===== src/rtl/cunit_seq_if.sv =====
// Handshake/strobe bundle for the noise-cancellation frame sequencer.
// master drives the controls, slave is the sequencer itself.
interface cunit_seq_if #(
  parameter int CH = 2
);
  localparam int SEL_W = (CH > 1) ? $clog2(CH) : 1;

  logic             start;
  logic             continuous;
  logic             abort;
  logic             in_valid;
  logic [CH-1:0]    wrreq_in;
  logic [CH-1:0]    rdreq_in;
  logic [SEL_W-1:0] sel_ch;
  logic             fft_enable;
  logic             fft_inverse;
  logic             wrreq_spec;
  logic             nios_req;
  logic             nios_done;
  logic             rdreq_ret;
  logic             wrreq_out;
  logic             out_req;
  logic             out_ack;
  logic             busy;
  logic             err;
  logic [15:0]      frame_cnt;
  logic [3:0]       state;

  modport master (
    output start, continuous, abort, in_valid,
    output nios_done, out_ack,
    input  wrreq_in, rdreq_in, sel_ch,
    input  fft_enable, fft_inverse, wrreq_spec,
    input  nios_req, rdreq_ret, wrreq_out,
    input  out_req, busy, err, frame_cnt, state
  );

  modport slave (
    input  start, continuous, abort, in_valid,
    input  nios_done, out_ack,
    output wrreq_in, rdreq_in, sel_ch,
    output fft_enable, fft_inverse, wrreq_spec,
    output nios_req, rdreq_ret, wrreq_out,
    output out_req, busy, err, frame_cnt, state
  );
endinterface


===== src/rtl/cunit_seq.sv =====
// Counter-driven frame sequencer: fill, forward FFT, NIOS, inverse FFT,
// output handoff, with continuous mode, abort and watchdog error state.
module cunit_seq #(
  parameter int CH        = 2,
  parameter int FRAME_LEN = 64,
  parameter int CNT_W     = 12,
  parameter int FFT_LAT   = 4,
  parameter int TIMEOUT   = 1023
) (
  input logic        clock,
  input logic        reset,
  cunit_seq_if.slave bus
);
  localparam int SEL_W = (CH > 1) ? $clog2(CH) : 1;
  localparam int WD_W  = $clog2(TIMEOUT + 1);

  localparam logic [CNT_W-1:0] LAST_S  = CNT_W'(FRAME_LEN - 1);
  localparam logic [CNT_W-1:0] LAST_F  = CNT_W'(CH * FRAME_LEN - 1);
  localparam logic [CNT_W-1:0] LAST_L  = CNT_W'(FFT_LAT - 1);
  localparam logic [SEL_W-1:0] LAST_CH = SEL_W'(CH - 1);
  localparam logic [WD_W-1:0]  WD_LAST = WD_W'(TIMEOUT - 1);

  typedef enum logic [3:0] {
    S_IDLE      = 4'd0,
    S_FILL      = 4'd1,
    S_FWD       = 4'd2,
    S_FWD_FLUSH = 4'd3,
    S_NIOS_WAIT = 4'd4,
    S_INV       = 4'd5,
    S_INV_FLUSH = 4'd6,
    S_OUT_WAIT  = 4'd7,
    S_DONE      = 4'd8,
    S_ERR       = 4'd9
  } state_t;

  state_t             state;
  logic [CNT_W-1:0]   cnt;
  logic [SEL_W-1:0]   ch;
  logic [WD_W-1:0]    wd;
  logic [FFT_LAT-1:0] fwd_dl;
  logic [FFT_LAT-1:0] inv_dl;
  logic [15:0]        frame_cnt_r;
  logic               err_r;

  logic [CH-1:0]    wrreq_in;
  logic [CH-1:0]    rdreq_in;
  logic [SEL_W-1:0] sel_ch;
  logic             fft_enable;
  logic             fft_inverse;
  logic             nios_req;
  logic             rdreq_ret;
  logic             out_req;

  always_comb begin
    wrreq_in    = '0;
    rdreq_in    = '0;
    sel_ch      = '0;
    fft_enable  = 1'b0;
    fft_inverse = 1'b0;
    nios_req    = 1'b0;
    rdreq_ret   = 1'b0;
    out_req     = 1'b0;
    unique case (state)
      S_FILL: wrreq_in = {CH{bus.in_valid}};
      S_FWD: begin
        rdreq_in   = CH'(1) << ch;
        sel_ch     = ch;
        fft_enable = 1'b1;
      end
      S_FWD_FLUSH: fft_enable = 1'b1;
      S_NIOS_WAIT: nios_req = 1'b1;
      S_INV: begin
        fft_enable  = 1'b1;
        fft_inverse = 1'b1;
        rdreq_ret   = 1'b1;
      end
      S_INV_FLUSH: begin
        fft_enable  = 1'b1;
        fft_inverse = 1'b1;
      end
      S_OUT_WAIT: out_req = 1'b1;
      default: ;
    endcase
  end

  always_ff @(posedge clock or negedge reset) begin
    if (!reset) begin
      state       <= S_IDLE;
      cnt         <= '0;
      ch          <= '0;
      wd          <= '0;
      fwd_dl      <= '0;
      inv_dl      <= '0;
      frame_cnt_r <= '0;
      err_r       <= 1'b0;
    end else if (bus.abort && state != S_ERR) begin
      // flushing both delay lines keeps stale write strobes from leaking out
      state  <= S_IDLE;
      cnt    <= '0;
      ch     <= '0;
      wd     <= '0;
      fwd_dl <= '0;
      inv_dl <= '0;
    end else begin
      fwd_dl <= (fwd_dl << 1) | FFT_LAT'(|rdreq_in);
      inv_dl <= (inv_dl << 1) | FFT_LAT'(rdreq_ret);
      unique case (state)
        S_IDLE: begin
          if (bus.start) begin
            state <= S_FILL;
            cnt   <= '0;
            ch    <= '0;
          end
        end
        S_FILL: begin
          if (bus.in_valid) begin
            if (cnt == LAST_S) begin
              state <= S_FWD;
              cnt   <= '0;
              ch    <= '0;
            end else begin
              cnt <= cnt + 1'b1;
            end
          end
        end
        S_FWD: begin
          if (cnt == LAST_S) begin
            cnt <= '0;
            if (ch == LAST_CH) state <= S_FWD_FLUSH;
            else               ch    <= ch + 1'b1;
          end else begin
            cnt <= cnt + 1'b1;
          end
        end
        S_FWD_FLUSH: begin
          if (cnt == LAST_L) begin
            state <= S_NIOS_WAIT;
            cnt   <= '0;
            ch    <= '0;
            wd    <= '0;
          end else begin
            cnt <= cnt + 1'b1;
          end
        end
        S_NIOS_WAIT: begin
          // a late nios_done still beats the watchdog
          if (bus.nios_done) begin
            state <= S_INV;
            wd    <= '0;
          end else if (wd == WD_LAST) begin
            state <= S_ERR;
            wd    <= '0;
            err_r <= 1'b1;
          end else begin
            wd <= wd + 1'b1;
          end
        end
        S_INV: begin
          if (cnt == LAST_F) begin
            state <= S_INV_FLUSH;
            cnt   <= '0;
          end else begin
            cnt <= cnt + 1'b1;
          end
        end
        S_INV_FLUSH: begin
          if (cnt == LAST_L) begin
            state <= S_OUT_WAIT;
            cnt   <= '0;
            wd    <= '0;
          end else begin
            cnt <= cnt + 1'b1;
          end
        end
        S_OUT_WAIT: begin
          if (bus.out_ack) begin
            state <= S_DONE;
            wd    <= '0;
          end else if (wd == WD_LAST) begin
            state <= S_ERR;
            wd    <= '0;
            err_r <= 1'b1;
          end else begin
            wd <= wd + 1'b1;
          end
        end
        S_DONE: begin
          frame_cnt_r <= frame_cnt_r + 1'b1;
          cnt         <= '0;
          ch          <= '0;
          state       <= bus.continuous ? S_FILL : S_IDLE;
        end
        S_ERR: begin
          if (bus.start) begin
            state <= S_IDLE;
            err_r <= 1'b0;
          end
        end
        default: state <= S_IDLE;
      endcase
    end
  end

  assign bus.wrreq_in    = wrreq_in;
  assign bus.rdreq_in    = rdreq_in;
  assign bus.sel_ch      = sel_ch;
  assign bus.fft_enable  = fft_enable;
  assign bus.fft_inverse = fft_inverse;
  assign bus.wrreq_spec  = fwd_dl[FFT_LAT-1];
  assign bus.nios_req    = nios_req;
  assign bus.rdreq_ret   = rdreq_ret;
  assign bus.wrreq_out   = inv_dl[FFT_LAT-1];
  assign bus.out_req     = out_req;
  assign bus.busy        = (state != S_IDLE) && (state != S_ERR);
  assign bus.err         = err_r;
  assign bus.frame_cnt   = frame_cnt_r;
  assign bus.state       = state;
endmodule


===== src/flat_wrapper.sv =====
// flat-port wrapper written by rule: the top's interface ports become plain ports
module cunit_seq_flat 
#(
  parameter int CH        = 2,
  parameter int FRAME_LEN = 64,
  parameter int CNT_W     = 12,
  parameter int FFT_LAT   = 4,
  parameter int TIMEOUT   = 1023
)
  (clock, reset, bus_start, bus_continuous, bus_abort, bus_in_valid, bus_nios_done, bus_out_ack, bus_wrreq_in, bus_rdreq_in, bus_sel_ch, bus_fft_enable, bus_fft_inverse, bus_wrreq_spec, bus_nios_req, bus_rdreq_ret, bus_wrreq_out, bus_out_req, bus_busy, bus_err, bus_frame_cnt, bus_state);
  cunit_seq_if #(.CH(CH)) bus_i ();
  input logic clock;
  input logic reset;
  input wire logic [$bits(bus_i.start)-1:0] bus_start;
  input wire logic [$bits(bus_i.continuous)-1:0] bus_continuous;
  input wire logic [$bits(bus_i.abort)-1:0] bus_abort;
  input wire logic [$bits(bus_i.in_valid)-1:0] bus_in_valid;
  input wire logic [$bits(bus_i.nios_done)-1:0] bus_nios_done;
  input wire logic [$bits(bus_i.out_ack)-1:0] bus_out_ack;
  output wire logic [$bits(bus_i.wrreq_in)-1:0] bus_wrreq_in;
  output wire logic [$bits(bus_i.rdreq_in)-1:0] bus_rdreq_in;
  output wire logic [$bits(bus_i.sel_ch)-1:0] bus_sel_ch;
  output wire logic [$bits(bus_i.fft_enable)-1:0] bus_fft_enable;
  output wire logic [$bits(bus_i.fft_inverse)-1:0] bus_fft_inverse;
  output wire logic [$bits(bus_i.wrreq_spec)-1:0] bus_wrreq_spec;
  output wire logic [$bits(bus_i.nios_req)-1:0] bus_nios_req;
  output wire logic [$bits(bus_i.rdreq_ret)-1:0] bus_rdreq_ret;
  output wire logic [$bits(bus_i.wrreq_out)-1:0] bus_wrreq_out;
  output wire logic [$bits(bus_i.out_req)-1:0] bus_out_req;
  output wire logic [$bits(bus_i.busy)-1:0] bus_busy;
  output wire logic [$bits(bus_i.err)-1:0] bus_err;
  output wire logic [$bits(bus_i.frame_cnt)-1:0] bus_frame_cnt;
  output wire logic [$bits(bus_i.state)-1:0] bus_state;
  assign bus_i.start = bus_start;
  assign bus_i.continuous = bus_continuous;
  assign bus_i.abort = bus_abort;
  assign bus_i.in_valid = bus_in_valid;
  assign bus_i.nios_done = bus_nios_done;
  assign bus_i.out_ack = bus_out_ack;
  assign bus_wrreq_in = bus_i.wrreq_in;
  assign bus_rdreq_in = bus_i.rdreq_in;
  assign bus_sel_ch = bus_i.sel_ch;
  assign bus_fft_enable = bus_i.fft_enable;
  assign bus_fft_inverse = bus_i.fft_inverse;
  assign bus_wrreq_spec = bus_i.wrreq_spec;
  assign bus_nios_req = bus_i.nios_req;
  assign bus_rdreq_ret = bus_i.rdreq_ret;
  assign bus_wrreq_out = bus_i.wrreq_out;
  assign bus_out_req = bus_i.out_req;
  assign bus_busy = bus_i.busy;
  assign bus_err = bus_i.err;
  assign bus_frame_cnt = bus_i.frame_cnt;
  assign bus_state = bus_i.state;
  cunit_seq #(.CH(CH), .FRAME_LEN(FRAME_LEN), .CNT_W(CNT_W), .FFT_LAT(FFT_LAT), .TIMEOUT(TIMEOUT)) u_core (.clock(clock), .reset(reset), .bus(bus_i));
endmodule

===== config.mk =====
export PLATFORM = sky130hd
export DESIGN_NAME = cunit_seq_flat
export DESIGN_NICKNAME = d
export VERILOG_FILES = /design/src/rtl/cunit_seq_if.sv /design/src/rtl/cunit_seq.sv /design/src/flat_wrapper.sv
export SDC_FILE = /design/constraint.sdc
export NUM_CORES = 1
export LEC_CHECK = 0
export ABC_AREA = 0
export CORE_MARGIN = 3
export CORE_UTILIZATION = 50
export DETAILED_ROUTE_END_ITERATION = 7
export GPL_ROUTABILITY_DRIVEN = 0
export PLACE_DENSITY = 0.81
export SLEW_MARGIN = 20
export SYNTH_ARGS = -nofsm -noshare
export SYNTH_HDL_FRONTEND = slang
export SYNTH_SLANG_ARGS = --single-unit

===== constraint.sdc =====
create_clock -name clock -period 2.7 [get_ports clock]
set_input_delay 0.675 -clock clock [delete_from_list [all_inputs] [get_ports clock]]
set_output_delay 0.675 -clock clock [all_outputs]
set_load 0.02 [all_outputs]

==> metrics.cfg <==
[timing]
worst-slew-pin-transition_ns = 0.5997
rsz0062_at_grt = false
min_period_ns = 2.615
fin_tns_setup_ns = 0
setup_viol = 0
finalWorstSetupSlack_ns = 0.08486
fin_crit_sh = 0.9686
finClkSkew_ns = 0.009449
fmax_mhz = 382.4
final_max_slew_viol_count = 0
finalHoldViolations = 0
slew_headroom = 0.6002

[route]
wl_um = 7036
dr_total_vias = 2759
ant_nets = 0
first_pass_iters = 5
vias_per_cell = 5.921
drc = 0
drt-initial-drc-count = 213
wl_per_cell_um = 15.10

[finish]
area_growth_syn_to_layout_pct = 25.94
drive_gt1_frac = 0.1396
antennaDiodeCount = 0
layout.nets = 405

[power]
swShare = 0.3840
leakage_nw = 1.686
power_density_nw_per_um2 = 697.6
ir_drop_mv = 0.6375
combPwrFrac = 0.438
pwr-share-seq = 0.351
intPower_w = 0.001619
clockPowerShare = 0.212
power_w = 0.002627
p_switching_w = 0.001009

[run]
cap_violations = 0

[clock_network]
cts_root_buf = clkbuf_8
cts_tree = built
clk_path_buf_depth = 2
hold_buffers = 0
clkTransAtPathRegs_ns = 0.10
clock_latency_ns = 0.31
postCtsSetupBuffers = 0
cts_sinks = 52
cts_buffers = 5
h-tree-depth = 2

[grt]
grt_max_degree = 29
first_global_vias = 2509
grt_pass1_wl_um = 11900
antenna_found_initial = 0
gr-total-overflow = 0
track_usage = 0.2069

[yosys]
yosys.area.top_type = dfrtp_1
synth-async-reset-ratio = 1.000
synth.area.top_cells = dfrtp_1 44%, xnor2_1 4.1%, nor2_1 4.0%
synthCells = 335
yosysWarnings = 0
ys.flop_type = dfrtp_1
ys_seq_area_frac = 0.4351
netlist_area_um2 = 2990
yosys_register_bits = 52
yosysUniqueCellTypes = 56
avgSynthCellArea_um2 = 8.926
synth_edf_count = 0
synth_top_area_share = 0.4351
synth_nets = 347

[floorplan]
dieArea_um2 = 6945
core_um2 = 5642
io_pins = 42
die_x_um = 83.34
die_height_um = 83.34
initial_utilization = 0.5301
row_count = 27

[setup_path]
crit_type = register to output port
path_max_fanout = 14
crit_required_ns = 2.03
cp-start-kind = register
crit_path_end_kind = output port
worstPathArrival_ns = 1.94

[worst_hold_path]
worstHoldPathType = input port to asynchronous set/reset pin

[placed_design]
dp_slack_ns = 0.1035
port_buffers = 41
place_hpwl_um = 5323

[outcome]
status = completed

==> power groups by stage <==
stage | registers (W) | clock network, W | logic [W]
final | 0.000922 | 0.000556 | 0.00115
after detailed placement | 0.000929 | 0 | 0.00113
after global placement | 0.000924 | 0 | 0.00112
after floorplan | 0.000918 | 0 | 0.000691
after CTS | 0.000919 | 0.000564 | 0.00113
after global routing | 0.000930 | 0.000596 | 0.00125
==> Yosys cell counts, types with 8 or more instances <==
cell and n:
a21oi_1 14, clkbuf_1 11, and3_1 12, nand2_1 30, o21ai_1 10, nand3_1 17, and2_1 8, o21ai_0 17
nand2b_1 8, inv_1 8, xnor2_1 14, nor2_1 32, dfrtp_1 52
==> cells by family after synthesis <==
kind of cell | synth area share
XOR/XNOR | 0.06151
flip-flops | 0.4351
adder cells (fa/ha/maj) | 0.01674
multiplexers | 0.01381
buffers and inverters | 0.03682
AND/OR/NAND/NOR | 0.2611
AO/OA/AOI/OAI | 0.1749
==> state kept, by name, indices dropped and copies added (netlist names) <==
signal                cells
u_core.bus.err            1
u_core.fwd_dl             4
u_core.wd                10
u_core.inv_dl             4
u_core.bus.frame_cnt     16
u_core.cnt               12
u_core.ch                 1
u_core.bus.state          4
==> layout by cell type (no fill, tap or decap), types with 10 or more instances in the layout <==
cell type	Yosys	layout
xnor2_1	14	14
dfrtp_1	52	49
nand2_1	30	30
buf_4	2	27
clkdlybuf4s50_1	0	36
and3_1	12	12
o21ai_1	10	10
a21oi_1	14	14
nor2_1	32	31
o21ai_0	17	17
nand3_1	17	17
==> metal layers <==
| metal | routed length, um | vias to the layer above | global-route usage |
|---|---|---|---|
| met5 | 0 | - | 0 |
| met4 | 76 | 0 | 0.06835 |
| met3 | 484 | 8 | 0.03869 |
| met2 | 3123 | 117 | 0.3156 |
| met1 | 3352 | 1314 | 0.2965 |
| li1 | - | 1320 | - |
==> worst paths after layout <==
path,start,endpoint,slack [ns],cells after the start
max in group asynchronous,reset,u_core.bus.state[1],1.71,2
min in group clock,u_core.fwd_dl[1],u_core.fwd_dl[2],0.45,1
worst max-delay path,u_core.bus.state[0],bus_wrreq_in[0],0.08,3
worst min register to register,u_core.fwd_dl[1],u_core.fwd_dl[2],0.45,1
worst min-delay path,reset,u_core.bus.frame_cnt[7],0.36,1
worst max register to register,u_core.cnt[7],u_core.wd[8],0.17,6
==> area by class of cell <==
| class | instances | area (um2) |
|---|---|---|
| Clock buffer | 5 | 68.82 |
| Clock inverter | 3 | 46.29 |
| Fill cell | 441 | 1876 |
| Inverter | 8 | 30.03 |
| Multi-Input combinational cell | 257 | 1595 |
| Sequential cell | 52 | 1305 |
| Tap cell | 72 | 90.09 |
| Timing Repair Buffer | 69 | 630.6 |
==> through the flow <==
step | utilization | cell area [um2] | cells | hold slack, ns
finish | 0.6676 | 3766 | 466 | 0.3553
detailed placement | 0.6432 | 3628 | 458 | 0.4355
global route | 0.6676 | 3766 | 466 | 0.3919
floorplan | - | 2990 | 335 | 0.3794
CTS | 0.6644 | 3749 | 466 | 0.3729
global placement | 0.6432 | 3628 | 458 | 0.4307
==> critical path, cell delays in order (launching register included) <==
cell and delay, ns:
dfrtp_2 0.53, nor2b_2 0.28, and3_1 0.21, clkdlybuf4s50_1 0.61
==> timing repair <==
item                       CTS  global route
cloned                       0             0
setup endpoints to repair    7             7
gates resized for setup      6             5
pin swaps                    0             0
No activity file was read; power rests on OpenSTA's default activity.
